**config.mk**
```make
export PLATFORM = sky130hd
export DESIGN_NAME = interrupt_sequencer
export DESIGN_NICKNAME = d
export VERILOG_FILES = /design/src/rtl/pic_pkg.sv /design/src/rtl/priority_resolver.sv /design/src/rtl/interrupt_sequencer.sv
export SDC_FILE = /design/constraint.sdc
export NUM_CORES = 1
export LEC_CHECK = 0
export BUFFER_PORTS_ARGS = -buffer_cell sky130_fd_sc_hd__buf_2
export CORE_MARGIN = 2
export CORE_UTILIZATION = 37
export CTS_CLUSTER_SIZE = 28
export DETAILED_ROUTE_END_ITERATION = 6
export GPL_ROUTABILITY_DRIVEN = 1
export PLACE_DENSITY_LB_ADDON = 0.3
export SYNTH_ARGS = -nofsm -noshare
export SYNTH_HDL_FRONTEND = slang
export SYNTH_SLANG_ARGS = --single-unit
```
**constraint.sdc**
```tcl
create_clock -name clk -period 10.3 [get_ports clk]
set_input_delay 1.545 -clock clk [delete_from_list [all_inputs] [get_ports clk]]
set_output_delay 1.545 -clock clk [all_outputs]
set_load 0.005 [all_outputs]
```
**src/rtl/pic_pkg.sv**
```systemverilog
// Shared types and constants for the 8-level interrupt sequencer.
package pic_pkg;

    localparam int NUM_IR = 8;
    localparam logic [2:0] DEFAULT_ROTATE = 3'b111;
    localparam logic [2:0] SPURIOUS_LEVEL = 3'd7;

    typedef enum logic [1:0] {
        S_IDLE,
        S_ACK1,
        S_ACK2
    } state_t;

    // Rank 0 is the highest priority under the given rotation.
    function automatic logic [2:0] rank_of(
        input logic [2:0] lvl,
        input logic [2:0] rot
    );
        return lvl - rot - 3'd1;
    endfunction

endpackage

```
**src/rtl/priority_resolver.sv**
```systemverilog
// Rotating-priority picker: highest-ranked set bit of req.
module priority_resolver
    import pic_pkg::*;
(
    input  logic [NUM_IR-1:0] req,
    input  logic [2:0]        rotate,
    output logic [NUM_IR-1:0] onehot,
    output logic [2:0]        idx,
    output logic              any
);

    logic [2:0] lvl;

    always_comb begin
        idx    = '0;
        any    = 1'b0;
        lvl    = '0;
        // Scan lowest to highest priority so the last hit wins.
        for (int k = NUM_IR - 1; k >= 0; k--) begin
            lvl = rotate + 3'd1 + 3'(k);
            if (req[lvl]) begin
                idx = lvl;
                any = 1'b1;
            end
        end
        onehot = any ? (8'b1 << idx) : 8'b0;
    end

endmodule

```
**src/rtl/interrupt_sequencer.sv**
```systemverilog
// 8-level interrupt sequencer: request/in-service tracking and
// a two-pulse acknowledge handshake delivering an 8-bit vector.
module interrupt_sequencer
    import pic_pkg::*;
(
    input  logic              clk,
    input  logic              reset,
    input  logic [NUM_IR-1:0] irq_in,
    input  logic              level_edge_triggered,
    input  logic [NUM_IR-1:0] int_mask,
    input  logic [2:0]        priority_rotate,
    input  logic [NUM_IR-1:0] eoi,
    input  logic              auto_eoi,
    input  logic [4:0]        vector_base,
    input  logic              int_ack,
    output logic              INT,
    output logic [7:0]        vector_out,
    output logic              vector_valid,
    output logic [NUM_IR-1:0] irr,
    output logic [NUM_IR-1:0] isr,
    output logic [NUM_IR-1:0] highest_level_in_service
);

    state_t            state;
    logic [NUM_IR-1:0] irq_prev;
    logic              ack_prev;
    logic [2:0]        ack_level;
    logic              spurious;

    logic [NUM_IR-1:0] win_oh;
    logic [2:0]        win_idx;
    logic              win_any;
    logic [2:0]        isr_idx;
    logic              isr_any;

    logic              ack_rise;
    logic              ack_fall;
    logic              enter;
    logic              to_ack2;
    logic              leave;
    logic              int_cond;
    logic [NUM_IR-1:0] irr_n;
    logic [NUM_IR-1:0] isr_n;

    priority_resolver u_irr_pick (
        .req    (irr & ~int_mask),
        .rotate (priority_rotate),
        .onehot (win_oh),
        .idx    (win_idx),
        .any    (win_any)
    );

    priority_resolver u_isr_pick (
        .req    (isr),
        .rotate (priority_rotate),
        .onehot (highest_level_in_service),
        .idx    (isr_idx),
        .any    (isr_any)
    );

    always_comb begin
        ack_rise = int_ack & ~ack_prev;
        ack_fall = ~int_ack & ack_prev;
        enter    = (state == S_IDLE) && ack_rise;
        to_ack2  = (state == S_ACK1) && ack_rise;
        leave    = (state == S_ACK2) && ack_fall;
        int_cond = win_any && (!isr_any ||
                   rank_of(win_idx, priority_rotate) <
                   rank_of(isr_idx, priority_rotate));

        // A fresh edge in the latch cycle re-arms the request.
        if (level_edge_triggered)
            irr_n = irq_in;
        else
            irr_n = (irr & ~((enter && win_any) ? win_oh : 8'h00))
                  | (irq_in & ~irq_prev);

        isr_n = isr & ~eoi;
        if (enter && win_any)
            isr_n[win_idx] = 1'b1;
        if (leave && auto_eoi && !spurious)
            isr_n[ack_level] = 1'b0;
    end

    always_ff @(posedge clk) begin
        if (reset) begin
            state        <= S_IDLE;
            irq_prev     <= '0;
            ack_prev     <= 1'b0;
            irr          <= '0;
            isr          <= '0;
            ack_level    <= '0;
            spurious     <= 1'b0;
            INT          <= 1'b0;
            vector_out   <= '0;
            vector_valid <= 1'b0;
        end else begin
            irq_prev <= irq_in;
            ack_prev <= int_ack;
            irr      <= irr_n;
            isr      <= isr_n;
            INT      <= (state == S_IDLE) && !enter && int_cond;

            unique case (state)
                S_IDLE: if (ack_rise) begin
                    state     <= S_ACK1;
                    ack_level <= win_any ? win_idx : SPURIOUS_LEVEL;
                    spurious  <= !win_any;
                end
                S_ACK1: if (ack_rise) state <= S_ACK2;
                S_ACK2: if (ack_fall) state <= S_IDLE;
                default: state <= S_IDLE;
            endcase

            if (to_ack2 || (state == S_ACK2 && int_ack)) begin
                vector_valid <= 1'b1;
                vector_out   <= {vector_base, ack_level};
            end else begin
                vector_valid <= 1'b0;
                vector_out   <= 8'h00;
            end
        end
    end

endmodule

```
==> reports/results.env <==
ARRIVAL_NS=5.76
NUMPLACEDINSTANCES=607
POST-ROUTE-DRC-COUNT=0
STARTPOINT_TYPE='input pin'
INSTANCES_NO_FILL=615
MOSTFREQUENTLAYOUTCELL='sky130_fd_sc_hd__buf_2'
GRT_PASS1_WL_UM=16700
END_KIND='output port'
VIA_COUNT=3562
FIN_WORST_SKEW_NS=0.00491
DETAIL-ROUTE-ANTENNA-NETS=0
POSTROUTEWIRELENGTH_UM=10100
NUM_ANTENNA_CELLS=0
FP.DIEH_UM=103
NUMBER_OF_ANTENNA_VIOLATIONS_AT_THE_FIRST_CHECK_IN_GLOBAL_ROUTING=0
MAPPED_CELLS=423
ACHIEVABLE-FREQUENCY_MHz=137
DIE_WIDTH_UM=103
DIE-AREA_UM2=10700
MAXCAPVIOLATIONS=0
GP_CONGESTION=0.899
FINAL_CRITICAL_PATH_SETUP_SLACK_NS=2.99
WORST-SLEW-PIN-TRANSITION_NS=0.885
POWER_mW=0.497
GRT_REMAINING_OVERFLOW=0
SLEW-LIMIT-HEADROOM_PCT=40.6
GRT_START_MAX_NET_PINS=41
CORE-AREA_UM2=9680
REPORT.FINAL.SLEW_VIOL_COUNT=0
CTS.ROOT.BUFFER_CELL='sky130_fd_sc_hd__clkbuf_8'
IRDROPWORSTVDD_uV=105
SYNTH_ENABLE_FLOP_CELLS=0
POST-DP-HPWL_UM=7660
SYNTHDOMINANTCELLAREASHARE_PCT=22.5
FINAL_UTIL_PCT=42.7
ASYNC_FLOP_SHARE_PCT=0
AREA.GROWTH.SYNTH_TO_FINAL_PCT=13.3
PLACEMENTROWS=36
POSTSYNTHNETCOUNT=468
HOLDWS_NS=0.493
POST_ROUTE_CELLS_DRIVE_ABOVE_1_SHARE_PCT=25.5
HOLDBUFCOUNTCTS=0
NETLIST-CELL-TYPE-COUNT=83
TIMING.CRITICAL_PATH.SLOWEST_STAGE_CELL='sky130_fd_sc_hd__ha_1'
INITIAL_DRC_COUNT=319
HIGHEST_COUNT_CELLS_IN_THE_LAYOUT_IGNORING_FILL_AND_TAPS='sky130_fd_sc_hd__buf_2 (70), sky130_fd_sc_hd__dfxtp_1 (41), sky130_fd_sc_hd__nand2_1 (30), sky130_fd_sc_hd__nor2_1 (25), sky130_fd_sc_hd__nor2b_1 (23)'
CLOCK_SINK_COUNT=41
SYNTH-SEQ-CELLS=41
WORST_EP_REQUIRED_TIME_NS=8.76
LAYOUT.CELL_AREA.NON_FILLER_UM2=4140
NETLIST.TOP_CELL.BY_AREA='sky130_fd_sc_hd__dfxtp_1'
VIA_PER_INST=5.79
TIMING_HOLD_VIOLATIONS_FINAL=0
CLOCK_LATENCY_NS=0.29
P_LEAK_nW=1.79
PORTBUFFERS=70
YOSYSSEQAREASHARE_PCT=22.5
SYNTH_WARNINGS=0
SYN_AREA_PER_CELL_UM2=8.63
CELLPOWERDENSITY_nW_PER_UM2=120
WORSTPATHCELLLIST='buf_2, buf_4, inv_2, ha_1, buf_4, mux4_2, nand2_1, a21boi_0, nor2_1, a311oi_1, o221ai_1, a21oi_1, inv_2, nor4_1, buf_2'
IOPINCOUNT=71
POSTCTSSETUPREPAIRBUFS=0
OUTCOME='completed'
TOP_REG_CELL_SYNTH='sky130_fd_sc_hd__dfxtp_1'
CRIT_TYPE='input pin to output port'
CTSHTREEMAXLEVEL=2
MIN-DELAY-PATH-CLASS='flip-flop to flip-flop'
ROUTED_LEN_INST_UM=16.4
CLK_PIN_SLEW_WORST_SETUP_HOLD_PATHS_NS=0.07
FIRST_GLOBAL_VIAS=3421
DETAILEDPLACE.WORSTSLACK_NS=3.01
WORSTPATHMAXFANOUT=40
SETUP_REPAIR_AFTER_GLOBAL_ROUTING_MISSED_ITS_MARGIN='no'
CTS.REPAIR.RESIZED=0
LAYOUT_MIN_CYCLE_TIME_NS=7.31
CLOCK_PATH_BUFFERS=2
NETLIST_TOP_CELLS_AREA='sky130_fd_sc_hd__dfxtp_1 (22%), sky130_fd_sc_hd__mux4_2 (8.6%), sky130_fd_sc_hd__nor2b_1 (3.9%)'
CTS-BUFFERS-INSERTED=5
CTS_TREE='done'
SETUP_FAILING_EPS_FINAL=0
CRIT_PATH_MAX_INCR_DELAY_NS=0.65
AREA_OF_THE_MAPPED_NETLIST_UM2=3650
STARTING_DENSITY_PCT=37.7
TIMING.SETUP.TNS_NS=0
POST-ROUTE-PERIOD-UTIL_PCT=71.0
DPL_CELL_AREA_UM2=4060
DRT_FIRST_PASS_ITERS=6
FIN_NETS=526
GROUTE.USAGE.OVERALL_PCT=19.5
-- flip-flops by register name, indices dropped and copies added, names as in the netlist, 2 cells and up --
register and count:
ack_level 3, irq_prev 8, isr 8, vector_out 8, irr 8, state 2
-- worst max-delay path, delay by kind of cell --
kind                     cells  cell delay [ns]
AO/OA/AOI/OAI                4             1.10
buffers and inverters        6             1.37
AND/OR/NAND/NOR              3             0.47
adder cells (fa/ha/maj)      1             0.65
multiplexers                 1             0.62
-- layer usage --
layer | GRT usage (%) | share of wire, % | up-vias
met5 | 0 | 0 | -
met1 | 26.0 | 44 | 1673
li1 | - | - | 1714
met4 | 7.79 | 2.3 | 0
met2 | 31.9 | 47 | 155
met3 | 2.96 | 6.5 | 20
-- cell type report --
| class | count | area, um^2 |
|---|---|---|
| fill | 970 | 5550 |
| multi-input combinational | 341 | 2620 |
| sequential | 41 | 821 |
| timing repair buffer | 73 | 373 |
| tap | 133 | 166 |
| clock buffer | 8 | 80.1 |
| inverter | 19 | 71.3 |
-- report_power, final --
part | internal, mW | leakage (nW) | switching, mW
logic | 0.0940 | 1.42 | 0.123
registers | 0.169 | 0.337 | 0.0122
clock network | 0.0481 | 0.0395 | 0.0508
-- cell families (layout without fill, tap and decap cells) --
kind of cell    after synthesis  count (layout)  synth area share, %
xor+xnor                     10              10                 3.64
mux                          34              34                 14.6
simple gates                168             168                 27.1
compound gates              121             121                 23.5
buf+inv                      41             100                 5.59
fa+ha+maj                     8               8                 3.15
flops                        41              41                 22.5
-- cells in the mapped netlist, drive strengths merged (7+ instances only) --
cell type / instances
a21oi: 21
and2: 9
a211oi: 10
nor2: 26
buf: 14
a21o: 7
nand3b: 8
mux2i: 9
mux4: 14
nor2b: 23
dfxtp: 41
o21ai: 18
inv: 18
clkbuf: 8
a31oi: 10
nor3: 14
nand2b: 14
nand2: 32
mux2: 11
nand3: 7
-- final timing paths --
check / startpoint / end / slack (ns) / depth (start not counted)
hold reg to reg: spurious / spurious / 0.49 / 2
setup reg to reg: isr[2] / INT / 6.41 / 15
hold / removal: spurious / spurious / 0.49 / 2
setup / recovery: priority_rotate[0] / highest_level_in_service[0] / 2.99 / 15
Note: power is estimated with default switching activity, not from simulation.
